### config.mk
export PLATFORM = sky130hd
export DESIGN_NAME = uart_tx_arbiter
export DESIGN_NICKNAME = d
export VERILOG_FILES = /design/src/rtl/uart_tx_arbiter.sv
export SDC_FILE = /design/constraint.sdc
export NUM_CORES = 1
export LEC_CHECK = 0
export BUFFER_PORTS_ARGS = -buffer_cell sky130_fd_sc_hd__buf_2
export CORE_ASPECT_RATIO = 0.75
export CORE_UTILIZATION = 38
export DETAILED_ROUTE_END_ITERATION = 8
export PLACE_DENSITY = 0.78
export SYNTH_ARGS = -nofsm -noshare
export SYNTH_HDL_FRONTEND = slang
export SYNTH_SLANG_ARGS = --single-unit
### constraint.sdc
create_clock -name clk -period 1.3 [get_ports clk]
set_input_delay 0.065 -clock clk [delete_from_list [all_inputs] [get_ports clk]]
set_output_delay 0.065 -clock clk [all_outputs]
set_load 0.005 [all_outputs]
### src/rtl/uart_tx_arbiter.sv
// Round-robin, message-granular sharing of one async_transmitter (RegisterInputData=1).
// Optional stall timeout inside a message is enabled with `define UART_TX_ARB_TIMEOUT_EN.
module uart_tx_arbiter #(
    parameter int unsigned NUM_REQ        = 4,
    parameter int unsigned TIMEOUT_CYCLES = 65535,
    parameter int unsigned TIMEOUT_W      = 16
) (
    input  logic                 clk,
    input  logic                 reset,
    input  logic [NUM_REQ-1:0]   req_valid,
    input  logic [8*NUM_REQ-1:0] req_data,
    input  logic [NUM_REQ-1:0]   req_last,
    output logic [NUM_REQ-1:0]   req_ready,
    output logic                 tx_start,
    output logic [7:0]           tx_data,
    input  logic                 tx_busy,
    output logic [NUM_REQ-1:0]   grant,
    output logic                 timeout_err
);
    localparam int unsigned IdxW = $clog2(NUM_REQ);

    typedef enum logic [1:0] {StIdle, StSend, StGap, StDrain} stateT;

    stateT              state;
    logic [NUM_REQ-1:0] grantQ;
    logic [IdxW-1:0]    ownerQ;
    logic [IdxW-1:0]    ptrQ;
    logic               lastQ;

    logic [IdxW-1:0]    pickIdx;
    logic               pickValid;
    logic [IdxW-1:0]    nextPtr;
    int                 cand;
    logic               ownerValid;
    logic               ownerLast;
    logic [7:0]         ownerData;
    logic               fire;

    // Descending scan so the lowest offset from the pointer wins.
    always_comb begin
        pickValid = 1'b0;
        pickIdx   = '0;
        cand      = 0;
        for (int k = int'(NUM_REQ) - 1; k >= 0; k--) begin
            cand = int'(ptrQ) + k;
            if (cand >= int'(NUM_REQ)) begin
                cand = cand - int'(NUM_REQ);
            end
            if (req_valid[IdxW'(cand)]) begin
                pickValid = 1'b1;
                pickIdx   = IdxW'(cand);
            end
        end
    end

    always_comb begin
        ownerData = 8'h00;
        for (int i = 0; i < int'(NUM_REQ); i++) begin
            if (grantQ[i]) begin
                ownerData = req_data[8*i +: 8];
            end
        end
    end

    assign ownerValid = |(req_valid & grantQ);
    assign ownerLast  = |(req_last & grantQ);
    assign nextPtr    = (int'(ownerQ) == int'(NUM_REQ) - 1) ? '0 : ownerQ + 1'b1;

    assign fire      = (state == StSend) && ownerValid && !tx_busy;
    assign tx_start  = fire;
    assign req_ready = fire ? grantQ : '0;
    assign tx_data   = (state == StSend) ? ownerData : 8'h00;
    assign grant     = grantQ;

`ifdef UART_TX_ARB_TIMEOUT_EN
    logic [TIMEOUT_W-1:0] toCnt;
    logic                 timeoutErrQ;

    assign timeout_err = timeoutErrQ;
`else
    logic unusedTimeout;

    assign timeout_err   = 1'b0;
    assign unusedTimeout = ^{TIMEOUT_CYCLES, TIMEOUT_W};
`endif

    always_ff @(posedge clk or posedge reset) begin
        if (reset) begin
            state  <= StIdle;
            grantQ <= '0;
            ownerQ <= '0;
            ptrQ   <= '0;
            lastQ  <= 1'b0;
`ifdef UART_TX_ARB_TIMEOUT_EN
            toCnt       <= '0;
            timeoutErrQ <= 1'b0;
`endif
        end else begin
`ifdef UART_TX_ARB_TIMEOUT_EN
            timeoutErrQ <= 1'b0;
`endif
            unique case (state)
                StIdle: begin
                    if (pickValid) begin
                        grantQ <= {{(NUM_REQ-1){1'b0}}, 1'b1} << pickIdx;
                        ownerQ <= pickIdx;
                        state  <= StSend;
                    end
                end
                StSend: begin
                    if (fire) begin
                        lastQ <= ownerLast;
                        state <= StGap;
`ifdef UART_TX_ARB_TIMEOUT_EN
                        toCnt <= '0;
`endif
                    end
`ifdef UART_TX_ARB_TIMEOUT_EN
                    else if (!ownerValid) begin
                        if (toCnt == TIMEOUT_W'(TIMEOUT_CYCLES - 1)) begin
                            timeoutErrQ <= 1'b1;
                            grantQ      <= '0;
                            ptrQ        <= nextPtr;
                            toCnt       <= '0;
                            state       <= StIdle;
                        end else begin
                            toCnt <= toCnt + 1'b1;
                        end
                    end
`endif
                end
                // Transmitter raises busy one cycle after start, so busy is ignored here.
                StGap: begin
                    state <= StDrain;
                end
                StDrain: begin
                    if (!tx_busy) begin
                        if (lastQ) begin
                            grantQ <= '0;
                            ptrQ   <= nextPtr;
                            state  <= StIdle;
                        end else begin
                            state <= StSend;
                        end
                    end
                end
                default: begin
                    state <= StIdle;
                end
            endcase
        end
    end

endmodule

Yosys cells after proc, flatten, opt, wreduce, memory -nomap -nowiden
Cells that the tools add are included.
W data, S select, Z words.
{"block": "word_totals", "ff_bits": 11, "in_bits": 43, "out_inout_bits": 18, "word_cells": 85}
{"block": "op_classes", "addsub": 8, "n_lt_le_gt_ge": 8, "n_eq_ne": 8, "shift": 1, "mux": 40, "bitwise": 3, "reduce_logical": 12}
{"cell": "$mux W8", "n": 5}
{"cell": "$mux W2", "n": 12}
{"cell": "$lt A2 B4 Y1 const B", "n": 4}
{"cell": "$mux W4", "n": 4}
{"cell": "$mux W1", "n": 13}
{"cell": "$ge A3 B3 Y1 const B", "n": 3}
{"cell": "$and A4 B4 Y4", "n": 2}
{"cell": "$bmux W1 S2", "n": 4}
{"cell": "$ne A2 B2 Y1 const B", "n": 4}
{"cell": "$pmux W2 S4", "n": 1}
{"cell": "$pmux W4 S2", "n": 1}
{"cell": "$reduce_or A4 Y1", "n": 2}
{"cell": "$sub A2 B1 Y2 const B", "n": 4}
{"cell": "$add A2 B2 Y3 const B", "n": 2}
{"cell": "$reduce_and A3 Y1", "n": 2}
{"cell": "$eq A2 B1 Y1 const B", "n": 2}
{"cell": "$eq A2 B2 Y1 const B", "n": 2}
{"cell": "$reduce_and A2 Y1", "n": 2}
{"cell": "$reduce_and A4 Y1", "n": 1}
{"cell": "$shl A1 B2 Y4 const A", "n": 1}
{"cell": "$add A2 B1 Y3 const B", "n": 1}
{"cell": "$ge A2 B3 Y1 const B", "n": 1}
{"cell": "$add A2 B1 Y2 const B", "n": 1}
{"cell": "$logic_and A1 B1 Y1", "n": 2}
{"cell": "other kinds (4)", "n": 4}

Depth between registers and ports, before layout
Gate-level depths: netlist of the first run.
{"block": "depth", "ltp_word": 13, "mapped_depth": 6, "ltp_nobuf": 6}

Worst setup path before layout of the first run
OpenSTA, ideal clock, no wires.
{"block": "synth_timing", "kind": "register to register", "from": "register grantQ[1], in the netlist grant[1]", "to": "register state[1]", "setup_time_ns": 0.128, "arrival_ns": 1.276, "required_time_ns": 1.172, "path_slack_ns": -0.104, "stages_incl_launch_ff": 5, "n_path_buf": 0, "period_less_slack_ns": 1.404, "cell_sequence": "dfrtp_1 a22oi_1 a21oi_4 o21ai_1 mux2_1"}
{"block": "synth_via", "elab_chain_len": 6}
{"element": "start: declaration", "line": "25", "rtl": "logic [NUM_REQ-1:0] grantQ;"}
{"element": "start signal: assignment", "line": "105", "rtl": "grantQ <= {{(NUM_REQ-1){1'b0}}, 1'b1} << pickIdx;"}
{"element": "$and A4 B4 Y4", "line": "65", "rtl": "assign ownerValid = |(req_valid & grantQ);"}
{"element": "$reduce_or A4 Y1", "line": "65"}
{"element": "$logic_and A1 B1 Y1 (2 in series)", "line": "69", "rtl": "assign fire = (state == StSend) && ownerValid && !tx_busy;"}
{"element": "$ne A2 B2 Y1 (no line)"}
{"element": "$reduce_and A3 Y1 (no line)"}
{"element": "end signal: assignment", "line": "89", "rtl": "state <= StIdle;"}
{"element": "end signal: assignment", "line": "107", "rtl": "state <= StSend;"}
{"element": "end signal: assignment", "line": "113", "rtl": "state <= StGap;"}
{"element": "end: declaration", "line": "24", "rtl": "stateT state;"}
No other way between the ends.
A chain may end at the register's enable or synchronous reset.

Final worst setup path of the first run
{"block": "layout_timing", "from": "register grantQ[1], in the netlist grant[1]", "to": "output port tx_data[1]"}
{"block": "layout_via", "elab_chain_len": 4}
{"element": "$mux W8 (3 in series)", "line": "59", "rtl": "if (grantQ[i]) begin"}
{"element": "$mux W8", "line": "72", "rtl": "assign tx_data = (state == StSend) ? ownerData : 8'h00;"}
{"element": "end: declaration", "line": "15", "rtl": "output logic [7:0] tx_data,"}
No other way between the ends.

==> results.md, run 1 <==
- Outcome: finished, violations left
- Violated checks: negative setup slack
- Nets@finish: 251
- Worst EP arrival: 1.57 ns
- Hold Vio Cnt, Final: 0
- Final setup margin: -0.331 ns
- Library cells used by synthesis: 36
- Via count: approximately 1300
- Final RePlAce weighted congestion: 0.834
- Skew-Pair Late Insertion Delay: ~0.28 ns
- Clock Skew: 0.00363 ns
- P_leak: 0.831 nW
- DP Wirelength: 2490 um
- GR Util All Layers: 0.240
- Drc violations: 0
- Grt total ovfl: 0
- Fmax: 613 MHz
- Via-per-instance ratio: 5.38
- Post-layout minimum cycle time: roughly 1.6 ns
- Final setup viols: 22
- Cells after DPL: around 220
- Net Sw Power: 1.51 mW
- CTS Sinks: 11
- Commonest non-fill, non-tap cell in the layout: buf_2
- Worst ir drop on vdd: 1360 uV
- Final ANT Viol Nets: 0
- Switching Fraction: 0.445
- Req. time, crit path: 1.24 ns
- Number of global-route vias before repair: 1039
- Area leader, netlist: dfrtp_1
- Clock transition at path regs: roughly 0.08 ns
- Max_cap viols: 0
- Yosys top cell area share: 0.282
- CTS H-tree lvls: 1
- Starting Density: 0.413
- Post-Syn Instances: between 100 and 150
- 1st-pass router iterations: 4
- HP Class: in -> reg
- Cell Count, Final, Fillers Out: 236
- Sequential Power Share: 0.192
- Initial antenna violation count: 0
- Std cell rows: 15
- Largest net degree at the start of global routing: 21
- Root buf cell: clkbuf_4
- Critical path launch point type: register
- Synth top area cells: dfrtp_1 28%, a22oi_1 9.2%, a22o_1 7.2%
- Count of input and output buffers: 59
- Die height: 45.9 um
- Most frequent cells in the layout: 54 x buf_2, 20 x buf_4, 16 x nand2_1
- Internal power: 1.88 mW
- Die Wd: ~61 um
- Worst setup EP type: output port
- Post-Syn Nets: 167
- Core area: 2360 um^2
- CP Launch Point: grant[1]$_DFFE_PP0P_
- Share of cells above drive strength 1: 0.624
- Sequential-to-total area share from yosys stat: 0.282
- DRT iter0 DRCs: a little over 50
- #FFs+latches synth: 11
- WS Path Type: reg -> out
- Warnings from Yosys: 0
- Clock buffer depth: 2
- Routed len/inst: 15.1 um
- Final period util: 1.25
- TritonCTS buffer count: 3
- Core Util, Final: 0.740
- Reg-to-reg critical path startpoint: grant[1]$_DFFE_PP0P_
- Critical Path Fanout Max: 8
- Combinational share of power: 0.730
- Total Die Area: 2780 um^2
- Layout area overhead: 79.4%
- Hold_sp: req_last[2]
- Top Ports: 61
- Clk network pwr share: 0.078
- Unrepaired setup endpoints after global routing: true
- Final WL: 3580 um
- CTS tree: built
- Diode count: 0
- PwrDens: about 1900 nW/um^2
- Synthesized area per cell: between 8 and 9 um^2
- Slew Limit Fails: 0
- Pre-CTS worst setup slack: -0.230 ns
- Mapped cell area: 976 um^2
- First-pass GRT wire length: just under 5000 um
- Setup TNS: -4.84 ns
==> registers in the layout (all words and copies together), names as in the netlist <==
name    cells
ownerQ      2
lastQ       1
state       2
ptrQ        2
grant       4
==> metrics by stage <==
stage / power, mW / hold slack (ns) / instance area (um^2)
floorplan: 1.80 / -0.0826 / 1040
global placement: 2.34 / 0.0780 / 1480
global route: 3.64 / 0.138 / 1750
finish: 3.39 / 0.147 / 1750
detailed placement: 2.46 / 0.0965 / 1480
CTS: 3.04 / 0.140 / 1660
==> kinds of logic after synthesis <==
group	after synthesis	synth area share
AOI/OAI and AO/OA	53	0.391
buffers and inverters	12	0.0513
other	1	0.00384
muxes	3	0.0333
and+or+nand+nor	34	0.174
adders and majority gates	5	0.0641
DFF	11	0.282
==> synth_stat cells <==
| cell | instances |
|---|---|
| o22ai_1 | 2 |
| nand2_1 | 18 |
| o22a_1 | 1 |
| and3b_1 | 1 |
| mux2i_1 | 1 |
| o21ai_1 | 4 |
| clkbuf_1 | 3 |
| buf_2 | 1 |
| inv_1 | 6 |
| o21a_1 | 1 |
| or3_1 | 1 |
| nor4_2 | 1 |
| and2_1 | 2 |
| o211ai_1 | 1 |
| nor2_1 | 3 |
| and3_1 | 4 |
| ha_1 | 5 |
| a21oi_2 | 1 |
| a31oi_1 | 1 |
| nor2b_1 | 2 |
| nand2b_1 | 1 |
| buf_1 | 1 |
| a22o_1 | 8 |
| dfrtp_1 | 11 |
| o31ai_1 | 5 |
| conb_1 | 1 |
| or2b_1 | 1 |
| a21oi_1 | 6 |
| a21oi_4 | 1 |
| o2bb2ai_2 | 1 |
| o21ai_0 | 7 |
| a2bb2oi_1 | 1 |
| mux2_1 | 2 |
| o21bai_1 | 1 |
| buf_4 | 1 |
| a22oi_1 | 12 |
==> routing by layer <==
layer / global-route usage / up-vias / wire [um]
met4: 0.0545 / 0 / 19
li1: - / 611 / -
met5: 0 / - / 0
met2: 0.396 / 34 / 1870
met3: 0.0682 / 4 / 187
met1: 0.314 / 620 / 1500
==> power by group through the flow <==
stage	clock network, mW	registers, mW	logic [mW]
final	0.263	0.650	2.47
after global routing	0.284	0.673	2.69
after CTS	0.261	0.642	2.14
after detailed placement	0	0.670	1.79
after global placement	0	0.657	1.68
after floorplan	0	0.658	1.14
==> repair_timing <==
item	CTS	global route
hold buffers	1	0
buffers inserted	4	3
pin swaps	16	7
resized for setup	30	18
setup endpoints to repair	21	24
hold endpoints to repair	11	0
==> worst max-delay path, cell delays in order, from the launching register on <==
cell	delay, ns
dfrtp_2	0.45
nor2b_4	0.26
a22oi_1	0.10
o21ai_1	0.19
a22o_1	0.17
buf_2	0.11
==> path summary, 6_finish.rpt <==
check | endpoint | slack, ns | cells after the start
max | tx_data[1] | -0.33 | 5
min in group asynchronous | state[1]$_DFFE_PP0P_ | 0.32 | 3
max reg2reg | state[1]$_DFFE_PP0P_ | -0.26 | 5
min | lastQ$_DFFE_PP0P_ | 0.15 | 3
min reg2reg | ownerQ[0]$_DFFE_PP0P_ | 0.53 | 2
max in group asynchronous | grant[1]$_DFFE_PP0P_ | 0.63 | 3
==> layout make-up <==
type	count	area [um^2]
multi-input combinational	96	835
fill	175	614
timing repair buffer	85	543
sequential	11	279
tap	34	42.5
clock buffer	4	26.3
inverter	6	25.0
No activity file was read; power rests on OpenSTA's default activity.
==> run 2: changes to the inputs <==
--- a/config.mk
+++ b/config.mk
@@ -6,6 +6,7 @@
 export NUM_CORES = 1
 export LEC_CHECK = 0
 export BUFFER_PORTS_ARGS = -buffer_cell sky130_fd_sc_hd__buf_2
+export CAP_MARGIN = 25
 export CORE_ASPECT_RATIO = 0.75
 export CORE_UTILIZATION = 38
 export DETAILED_ROUTE_END_ITERATION = 8
==> constraint.sdc (replaced) <==
create_clock -name clk -period 1.3 [get_ports clk]
set_input_delay 0.195 -clock clk [delete_from_list [all_inputs] [get_ports clk]]
set_output_delay 0.195 -clock clk [all_outputs]
set_load 0.005 [all_outputs]
==> results.md, run 2 (synthesis results as in run 1) <==
- WS Path Type: reg -> out (unchanged)
- Final setup margin: -0.390 ns (was -0.331 ns)
- Reg-to-reg critical path startpoint: grant[1]$_DFFE_PP0P_ (unchanged)
- Pre-CTS worst setup slack: -0.379 ns (was -0.230 ns)
- HP Class: in -> reg (unchanged)
- Final period util: 1.30 (was 1.25)
- Share of cells above drive strength 1: 0.660 (was 0.624)
- Clock transition at path regs: 0.09 ns (was 0.08 ns)
- Worst setup EP type: output port (unchanged)
- First-pass GRT wire length: 5440 um (was 4830 um)
- P_leak: 0.889 nW (was 0.831 nW)
- Unrepaired setup endpoints after global routing: true (unchanged)
- Critical path launch point type: register (unchanged)
- Commonest non-fill, non-tap cell in the layout: buf_2 (unchanged)
- Root buf cell: clkbuf_4 (unchanged)
- Final WL: 3830 um (was 3580 um)
- Grt total ovfl: 0 (unchanged)
- Skew-Pair Late Insertion Delay: 0.29 ns (was 0.28 ns)
- Cell Count, Final, Fillers Out: 243 (was 236)
- Final ANT Viol Nets: 0 (unchanged)
- Die Wd: 60.5 um (unchanged)
- Count of input and output buffers: 59 (unchanged)
- CP Launch Point: grant[1]$_DFFE_PP0P_ (unchanged)
- Starting Density: 0.413 (unchanged)
- Worst ir drop on vdd: 1170 uV (was 1360 uV)
- Initial antenna violation count: 0 (unchanged)
- Worst EP arrival: 1.50 ns (was 1.57 ns)
- Layout area overhead: 88.3% (was 79.4%)
- Nets@finish: 258 (was 251)
- CTS Sinks: 11 (unchanged)
- Top Ports: 61 (unchanged)
- DP Wirelength: 2700 um (was 2490 um)
- Post-Layout Inst Area: 1840 um^2 (was 1750 um^2)
- Clock Skew: 0.00857 ns (was 0.00363 ns)
- Most frequent cells in the layout: 57 x buf_2, 23 x buf_4, 16 x nand2_1 (was 54 x buf_2, 20 x buf_4, 16 x nand2_1)
- PwrDens: 1990 nW/um^2 (was 1930 nW/um^2)
- Fill count: 163 (was 175)
- Hold_sp: req_last[3] (was req_last[2])
- Slew Limit Fails: 0 (unchanged)
- Outcome: finished, violations left (unchanged)
- Routed len/inst: 15.7 um (was 15.1 um)
- Drc violations: 0 (unchanged)
- Final RePlAce weighted congestion: 0.841 (was 0.834)
- DRT iter0 DRCs: 52 (was 51)
- CTS tree: built (unchanged)
- Max reg flops: 4 (unchanged)
- Core Util, Final: 0.777 (was 0.740)
- Number of global-route vias before repair: 1189 (was 1039)
- Hold Vio Cnt, Final: 0 (unchanged)
- CTS H-tree lvls: 1 (unchanged)
- Core area: 2360 um^2 (unchanged)
- Post-layout minimum cycle time: 1.69 ns (was 1.63 ns)
- Max_cap viols: 0 (unchanged)
- 1st-pass router iterations: 4 (unchanged)
- Via-per-instance ratio: 5.33 (was 5.38)
- Diode count: 0 (unchanged)
- Final setup viols: 22 (unchanged)
- Clock buffer depth: 2 (unchanged)
- Violated checks: negative setup slack (unchanged)
- Critical Path Fanout Max: 7 (was 8)
- Via count: 1294 (was 1269)
- Post-DP Area: 1510 um^2 (was 1480 um^2)
- Fmax: 592 MHz (was 613 MHz)
- TritonCTS buffer count: 3 (unchanged)
- Req. time, crit path: 1.11 ns (was 1.24 ns)
- Cells after DPL: 227 (was 224)
- Std cell rows: 15 (unchanged)
- Largest net degree at the start of global routing: 21 (unchanged)
- GR Util All Layers: 0.272 (was 0.240)
- Die height: 45.9 um (unchanged)
- Total Die Area: 2780 um^2 (unchanged)
run 2: repair_timing:
item                       CTS  global route
pin swaps                   16            13
gates cloned                 1             0
setup endpoints to repair   24            25
setup buffers                9             4
hold endpoints to repair    11             0
hold buffers                 1             0
resized for setup           34            21
run 2: worst max-delay path, cell delays in order (launching register included):
cell and delay, ns:
dfrtp_2 0.44, buf_6 0.14, a22oi_2 0.22, a21oi_4 0.12, and3_4 0.19, buf_6 0.11
run 2: path summary, 6_finish.rpt:
kind | endpoint | slack (ns) | cells past startpoint
hold reg to reg | ownerQ[1]$_DFFE_PP0P_ | 0.53 | 2
setup reg to reg | state[1]$_DFFE_PP0P_ | -0.35 | 6
min in group asynchronous | state[1]$_DFFE_PP0P_ | 0.45 | 3
max in group asynchronous | grant[1]$_DFFE_PP0P_ | 0.50 | 3
hold / removal | lastQ$_DFFE_PP0P_ | 0.27 | 3
setup / recovery | req_ready[3] | -0.39 | 5
run 2: area by class of cell:
cell class / instances / area [um^2] / share of cell area
Clock buffer: 4 / 26.3 / 0.0143
Inverter: 6 / 25.0 / 0.0136
Multi-Input combinational cell: 96 / 872 / 0.474
Tap cell: 34 / 42.5 / 0.0231
Sequential cell: 11 / 280 / 0.152
Timing Repair Buffer: 92 / 592 / 0.322
run 2: routing by layer:
metal	global-route usage	vias up	wire [um]
met3	0.0625	6	122
met2	0.495	35	2070
met4	0.0364	0	30
li1	-	623	-
met1	0.338	630	1600
met5	0	-	0
run 2: where the power goes:
group	total [mW]	switching (mW)	leakage [nW]	internal [mW]
combinational	2.74	1.33	0.741	1.40
sequential	0.655	0.149	0.132	0.506
clock	0.261	0.142	0.0150	0.119
run 2: per-stage QoR:
stage / total power, mW / TNS, ns / hold slack, ns
after floorplan: 1.83 / -0.269 / 0.0474
after global placement: 2.45 / -2.71 / 0.211
after detailed placement: 2.56 / -3.98 / 0.221
after CTS: 3.33 / -6.82 / 0.272
after global routing: 3.90 / -8.11 / 0.282
final: 3.66 / -6.69 / 0.271
